**config.mk**
```make
export PLATFORM = sky130hd
export DESIGN_NAME = blink_delay_ctrl_flat
export DESIGN_NICKNAME = d
export VERILOG_FILES = /design/src/rtl/blink_pkg.sv /design/src/rtl/blink_delay_ctrl_if.sv /design/src/rtl/blink_delay_chan.sv /design/src/rtl/blink_delay_ctrl.sv /design/src/flat_wrapper.sv
export SDC_FILE = /design/constraint.sdc
export NUM_CORES = 1
export LEC_CHECK = 0
export CAP_MARGIN = 30
export CORE_MARGIN = 10
export CORE_UTILIZATION = 25
export DETAILED_ROUTE_END_ITERATION = 12
export GPL_TIMING_DRIVEN = 0
export HOLD_SLACK_MARGIN = 0.06
export PLACE_DENSITY = 0.44
export SLEW_MARGIN = 0
export SYNTH_ARGS = -nofsm -noshare
export SYNTH_HDL_FRONTEND = slang
export SYNTH_SLANG_ARGS = --single-unit
```
**constraint.sdc**
```tcl
create_clock -name clk -period 2.8 [get_ports clk]
set_clock_uncertainty 0.05 [all_clocks]
set_input_delay 0.7 -clock clk [delete_from_list [all_inputs] [get_ports clk]]
set_output_delay 0.7 -clock clk [all_outputs]
set_load 0.01 [all_outputs]
```
**src/rtl/blink_pkg.sv**
```systemverilog
// Shared constants and types for the multi-channel blinker delay controller.
package blink_pkg;

    localparam int unsigned ADDR_W    = 5;
    localparam int unsigned DATA_W    = 32;
    localparam int unsigned LOCK_ADDR = 16;

    typedef enum logic [1:0] {
        ST_IDLE = 2'd0,
        ST_HOLD = 2'd1,
        ST_RPT  = 2'd2
    } chan_state_e;

    function automatic int unsigned max_u(input int unsigned a, input int unsigned b);
        return (a > b) ? a : b;
    endfunction

endpackage

```
**src/rtl/blink_delay_ctrl_if.sv**
```systemverilog
// Avalon-MM register port between the HPS lightweight bridge and the delay controller.
interface blink_delay_ctrl_if;
    import blink_pkg::*;

    logic [ADDR_W-1:0] address;
    logic              write;
    logic [DATA_W-1:0] writedata;
    logic              read;
    logic [DATA_W-1:0] readdata;

    modport master (output address, write, writedata, read, input readdata);
    modport slave  (input address, write, writedata, read, output readdata);

endinterface

```
**src/rtl/blink_delay_chan.sv**
```systemverilog
// One delay channel: press/hold/auto-repeat FSM driving a saturating delay register.
module blink_delay_chan
    import blink_pkg::*;
#(
    parameter int unsigned WIDTH         = 4,
    parameter int unsigned MIN_DELAY     = 1,
    parameter int unsigned MAX_DELAY     = 15,
    parameter int unsigned RESET_DELAY   = 8,
    parameter int unsigned HOLD_CYCLES   = 25000000,
    parameter int unsigned REPEAT_CYCLES = 5000000
) (
    input  logic             clk,
    input  logic             reset_n,
    input  logic             faster,
    input  logic             slower,
    input  logic             wr_en,
    input  logic [WIDTH-1:0] wr_data,
    output logic [WIDTH-1:0] delay
);

    localparam int unsigned CNT_MAX = max_u(HOLD_CYCLES, REPEAT_CYCLES);
    localparam int unsigned CNT_W   = (CNT_MAX > 1) ? $clog2(CNT_MAX) : 1;

    localparam logic [WIDTH-1:0] MIN_V   = WIDTH'(MIN_DELAY);
    localparam logic [WIDTH-1:0] MAX_V   = WIDTH'(MAX_DELAY);
    localparam logic [WIDTH-1:0] RESET_V = WIDTH'(RESET_DELAY);
    localparam logic [CNT_W-1:0] HOLD_LAST = CNT_W'(HOLD_CYCLES - 1);
    localparam logic [CNT_W-1:0] RPT_LAST  = CNT_W'(REPEAT_CYCLES - 1);

    chan_state_e      state;
    logic [CNT_W-1:0] cnt;
    logic             rearm_wait;
    logic             req;
    logic [WIDTH-1:0] stepped;
    logic [WIDTH-1:0] wr_clamped;

    assign req = faster ^ slower;

    // Saturating one-step neighbour of the current delay and clamped bus value.
    always_comb begin
        stepped    = delay;
        wr_clamped = wr_data;
        if (faster) begin
            stepped = (delay <= MIN_V) ? MIN_V : WIDTH'(delay - 1'b1);
        end else begin
            stepped = (delay >= MAX_V) ? MAX_V : WIDTH'(delay + 1'b1);
        end
        if (wr_data < MIN_V) begin
            wr_clamped = MIN_V;
        end else if (wr_data > MAX_V) begin
            wr_clamped = MAX_V;
        end
    end

    // A bus write freezes the FSM for that cycle; after reset a held button must be released first.
    always_ff @(posedge clk) begin
        if (!reset_n) begin
            state      <= ST_IDLE;
            cnt        <= '0;
            delay      <= RESET_V;
            rearm_wait <= 1'b1;
        end else begin
            if (!req) begin
                rearm_wait <= 1'b0;
            end
            if (wr_en) begin
                delay <= wr_clamped;
            end else begin
                case (state)
                    ST_IDLE: begin
                        if (req && !rearm_wait) begin
                            delay <= stepped;
                            cnt   <= '0;
                            state <= ST_HOLD;
                        end
                    end
                    ST_HOLD: begin
                        if (!req) begin
                            state <= ST_IDLE;
                        end else if (cnt == HOLD_LAST) begin
                            delay <= stepped;
                            cnt   <= '0;
                            state <= ST_RPT;
                        end else begin
                            cnt <= cnt + 1'b1;
                        end
                    end
                    ST_RPT: begin
                        if (!req) begin
                            state <= ST_IDLE;
                        end else if (cnt == RPT_LAST) begin
                            delay <= stepped;
                            cnt   <= '0;
                        end else begin
                            cnt <= cnt + 1'b1;
                        end
                    end
                    default: state <= ST_IDLE;
                endcase
            end
        end
    end

endmodule

```
**src/rtl/blink_delay_ctrl.sv**
```systemverilog
// Multi-channel blinker delay register bank with button stepping and an Avalon-MM slave.
module blink_delay_ctrl
    import blink_pkg::*;
#(
    parameter int unsigned CHANNELS      = 4,
    parameter int unsigned WIDTH         = 4,
    parameter int unsigned MIN_DELAY     = 1,
    parameter int unsigned MAX_DELAY     = 15,
    parameter int unsigned RESET_DELAY   = 8,
    parameter int unsigned HOLD_CYCLES   = 25000000,
    parameter int unsigned REPEAT_CYCLES = 5000000
) (
    input  logic                      clk,
    input  logic                      reset_n,
    input  logic [CHANNELS-1:0]       faster,
    input  logic [CHANNELS-1:0]       slower,
    blink_delay_ctrl_if.slave         bus,
    output logic [CHANNELS*WIDTH-1:0] delay,
    output logic                      lock
);

    logic [CHANNELS-1:0] faster_m;
    logic [CHANNELS-1:0] slower_m;
    logic [CHANNELS-1:0] wr_sel;
    logic [DATA_W-1:0]   rd_mux;
    logic                lock_sel;
    logic                unused_wdata;

    assign faster_m     = lock ? '0 : faster;
    assign slower_m     = lock ? '0 : slower;
    assign lock_sel     = (bus.address == ADDR_W'(LOCK_ADDR));
    assign unused_wdata = ^bus.writedata[DATA_W-1:WIDTH];

    for (genvar g = 0; g < CHANNELS; g++) begin : g_chan
        assign wr_sel[g] = bus.write && (bus.address == ADDR_W'(g));

        blink_delay_chan #(
            .WIDTH         (WIDTH),
            .MIN_DELAY     (MIN_DELAY),
            .MAX_DELAY     (MAX_DELAY),
            .RESET_DELAY   (RESET_DELAY),
            .HOLD_CYCLES   (HOLD_CYCLES),
            .REPEAT_CYCLES (REPEAT_CYCLES)
        ) u_chan (
            .clk     (clk),
            .reset_n (reset_n),
            .faster  (faster_m[g]),
            .slower  (slower_m[g]),
            .wr_en   (wr_sel[g]),
            .wr_data (bus.writedata[WIDTH-1:0]),
            .delay   (delay[g*WIDTH +: WIDTH])
        );
    end

    // Read decode; unmapped addresses return zero.
    always_comb begin
        rd_mux = '0;
        for (int n = 0; n < int'(CHANNELS); n++) begin
            if (bus.address == ADDR_W'(n)) begin
                rd_mux = DATA_W'(delay[n*WIDTH +: WIDTH]);
            end
        end
        if (lock_sel) begin
            rd_mux = DATA_W'(lock);
        end
    end

    always_ff @(posedge clk) begin
        if (!reset_n) begin
            lock         <= 1'b0;
            bus.readdata <= '0;
        end else begin
            if (bus.write && lock_sel) begin
                lock <= bus.writedata[0];
            end
            if (bus.read) begin
                bus.readdata <= rd_mux;
            end
        end
    end

endmodule

```
**src/flat_wrapper.sv**
```systemverilog
// flat-port wrapper written by rule: the top's interface ports become plain ports
module blink_delay_ctrl_flat import blink_pkg::*;
#(
    parameter int unsigned CHANNELS      = 4,
    parameter int unsigned WIDTH         = 4,
    parameter int unsigned MIN_DELAY     = 1,
    parameter int unsigned MAX_DELAY     = 15,
    parameter int unsigned RESET_DELAY   = 8,
    parameter int unsigned HOLD_CYCLES   = 25000000,
    parameter int unsigned REPEAT_CYCLES = 5000000
)
  (clk, reset_n, faster, slower, delay, lock, bus_address, bus_write, bus_writedata, bus_read, bus_readdata);
  blink_delay_ctrl_if bus_i ();
  input  logic clk;
  input  logic reset_n;
  input  logic [CHANNELS-1:0] faster;
  input  logic [CHANNELS-1:0] slower;
  output logic [CHANNELS*WIDTH-1:0] delay;
  output logic lock;
  input wire logic [$bits(bus_i.address)-1:0] bus_address;
  input wire logic [$bits(bus_i.write)-1:0] bus_write;
  input wire logic [$bits(bus_i.writedata)-1:0] bus_writedata;
  input wire logic [$bits(bus_i.read)-1:0] bus_read;
  output wire logic [$bits(bus_i.readdata)-1:0] bus_readdata;
  assign bus_i.address = bus_address;
  assign bus_i.write = bus_write;
  assign bus_i.writedata = bus_writedata;
  assign bus_i.read = bus_read;
  assign bus_readdata = bus_i.readdata;
  blink_delay_ctrl #(.CHANNELS(CHANNELS), .WIDTH(WIDTH), .MIN_DELAY(MIN_DELAY), .MAX_DELAY(MAX_DELAY), .RESET_DELAY(RESET_DELAY), .HOLD_CYCLES(HOLD_CYCLES), .REPEAT_CYCLES(REPEAT_CYCLES)) u_core (.clk(clk), .reset_n(reset_n), .faster(faster), .slower(slower), .bus(bus_i), .delay(delay), .lock(lock));
endmodule
```
==> flow_summary.toml <==
[status]
status = "completed"

[floorplanning]
dieArea_sq_mm = 0.0404
core-area_sq_mm = 0.0325
rows = 66
io_pins = 98
die_width_microns = 201
start_util = 0.252
die_y_microns = 201

[setup_path]
start_kind = "input pin"
worst_ep_arrival_time_ns = 2.95
crit_path_max_fanout = 10
critical_path_class = "input pin to flip-flop"
cp-end-kind = "flip-flop"
worstPathRequired_ns = 3.07

[sta]
layout_min_cycle_time_ns = 2.68
maxSlewViolCount = 0
timing.slew.headroom = 0.304
hold_ws_ns = 0.411
worst_slew_pin_slew_ns = 1.03
setup_ws_ns = 0.120
max_clock_freq_ghz = 0.373
period_share = 0.957
finalHoldViolations = 0
final-setup-viol-count = 0
rsz0062_at_grt = "false"

[detailed_routing]
drt-vias-per-instance = 4.78
first_pass_iters = 5
routed_wl_microns = 24100
drt_iter0_markers = 470
num_vias = 7570
drtAntennaViolNets = 0
drc = 0
wire_per_inst_microns = 15.2

[logic_synthesis]
netlist_area_sq_mm = 0.00819
syn-mean-instance-area_sq_um = 7.89
synth.distinct_cells = 78
syn_inst = 1039
synth_edf_count = 0
ys_seq_elements = 133
ys_seq_area_frac = 0.325
synth-main-ff-cell = "dfxtp_1"
ys_async_sr_fraction = 0
yosysWarnings = 0

[global_route]
grt_max_degree = 17
grt_overflow = 0
grtUsageTotal = 0.119
grt_pass1_vias = 7313
antenna_found_initial = 0
grt_pass1_wl_microns = 39600

[layout]
final_nets = 1209
num_antenna_cells = 0
design_area_sq_mm = 0.0100
syn2layout_area_growth_pct = 22.1
final_cell_mix = "132 x dfxtp_1, 126 x nor2_1, 103 x nand2_1, 67 x xnor2_1, 64 x nand3_1"
drive_gt1_frac = 0.108
utilization = 0.308
nFillCells = 3473
final_common_cell = "dfxtp_1"

[clock_network]
path_clk_slew_ns = 0.06
h-tree-depth = 4
insertion_delay_ns = 0.43
root_buffer = "clkbuf_16"
tritoncts = "built"
cts_max_path_buffers = 2
cts_buffers = 17
clkSinkCount = 133

[power_and_ir_drop]
p_total_mw = 6.42
ir_worst_vdd_mv = 0.359
pwr_density_cell_mw_per_mm2 = 642
power_leakage_nw = 3.46

[placed_design]
hpwl_microns = 17600
placed_cell_area_sq_mm = 0.00924
gp_congestion = 0.778
dp_worst_setup_slack_ns = -1.22
io_buffer_count = 39

[worst_hold_path]
worstHoldPathType = "flip-flop to flip-flop"

[flow_run]
max_cap_violations = 0
==> per-stage QoR <==
step | std cells | setup TNS, ns
after global placement | 1547 | -95.93
after floorplan | 1066 | 0
after global routing | 1583 | 0
final | 1583 | 0
after CTS | 1581 | 0
after detailed placement | 1548 | -96.82
==> routing by layer <==
layer  vias up  share of wire  GRT usage
met1      3582           0.48      0.156
met5         -              0          0
met3        16          0.040     0.0239
li1       3842              -          -
met2       130           0.46      0.195
met4         0          0.011     0.0300
==> registers in the layout, summed over array words and instances (netlist names) <==
signal	flops
u_core.bus.readdata	4
u_core.g_chan.u_chan.cnt	100
u_core.g_chan.u_chan.delay	16
u_core.g_chan.u_chan.rearm_wait	4
u_core.g_chan.u_chan.state	8
u_core.lock	1
==> layout make-up <==
cell class / count / area, sq um / area share
Buffer: 64 / 373 / 0.0373
Clock buffer: 19 / 433 / 0.0433
Clock inverter: 13 / 125 / 0.0125
Inverter: 41 / 154 / 0.0154
Multi-Input combinational cell: 823 / 5250 / 0.525
Sequential cell: 133 / 2660 / 0.266
Tap cell: 442 / 553 / 0.0553
Timing Repair Buffer: 48 / 452 / 0.0451
==> cell families after synthesis <==
logic type,after synthesis,synth area share
flops,133,0.325
compound gates,153,0.124
xor+xnor,80,0.0855
buf+inv,110,0.0644
mux,21,0.0304
fa+ha+maj,32,0.0489
other cells,1,0.000458
simple gates,509,0.322
==> critical path: stages <==
cell and delay [ns]:
clkdlybuf4s50_1 0.46, clkbuf_4 0.23, and3_2 0.29, or4b_2 0.80, nor3_1 0.27, xnor2_1 0.15, nor2_1 0.05
==> path summary, 6_finish.rpt <==
kind,from,end,slack (ns),depth (start not counted)
max,bus_address[0],u_core.g_chan[3].u_chan.cnt[23],0.12,7
min,u_core.g_chan[1].u_chan.rearm_wait,u_core.g_chan[1].u_chan.rearm_wait,0.41,2
max reg2reg,u_core.g_chan[0].u_chan.state[0],u_core.g_chan[0].u_chan.cnt[4],0.17,8
min reg2reg,u_core.g_chan[1].u_chan.rearm_wait,u_core.g_chan[1].u_chan.rearm_wait,0.41,2
==> power by group <==
part           internal (mW)  switching (mW)  total (mW)
Sequential              2.00           0.183        2.18
Clock                   1.23           0.929        2.16
Combinational          0.818            1.26        2.08
Total                   4.05            2.37        6.42
==> timing repair <==
action                     CTS  global route
gates cloned                 0             0
pin swaps                    3             6
buffers inserted             4             4
gates resized for setup     27            26
hold buffers                 0             0
setup endpoints to repair  101            68
==> Yosys cell counts, drive strengths merged, types with 4 or more instances <==
cell type,n,area share
dfxtp,133,0.32
nor2,127,0.058
nand2,104,0.048
xnor2,68,0.073
nand3,64,0.039
o21ai,44,0.028
inv,41,0.019
nor3,39,0.024
clkbuf,35,0.016
buf,34,0.029
nor4,33,0.027
ha,32,0.049
nand4,31,0.024
a21oi,30,0.018
mux2i,17,0.021
and3,13,0.0099
nand2b,12,0.0092
xor2,12,0.013
nand3b,11,0.010
nor4b,11,0.013
nor2b,10,0.0076
nor3b,10,0.0092
o22ai,10,0.0076
a31oi,9,0.0069
or4,9,0.0082
and4,7,0.0075
o211ai,6,0.0055
a22o,5,0.0053
and2,5,0.0038
nor4bb,5,0.0061
a211oi,4,0.0037
or2,4,0.0031
or3,4,0.0031
or4b,4,0.0053
Power figures use the tool's default switching activity.
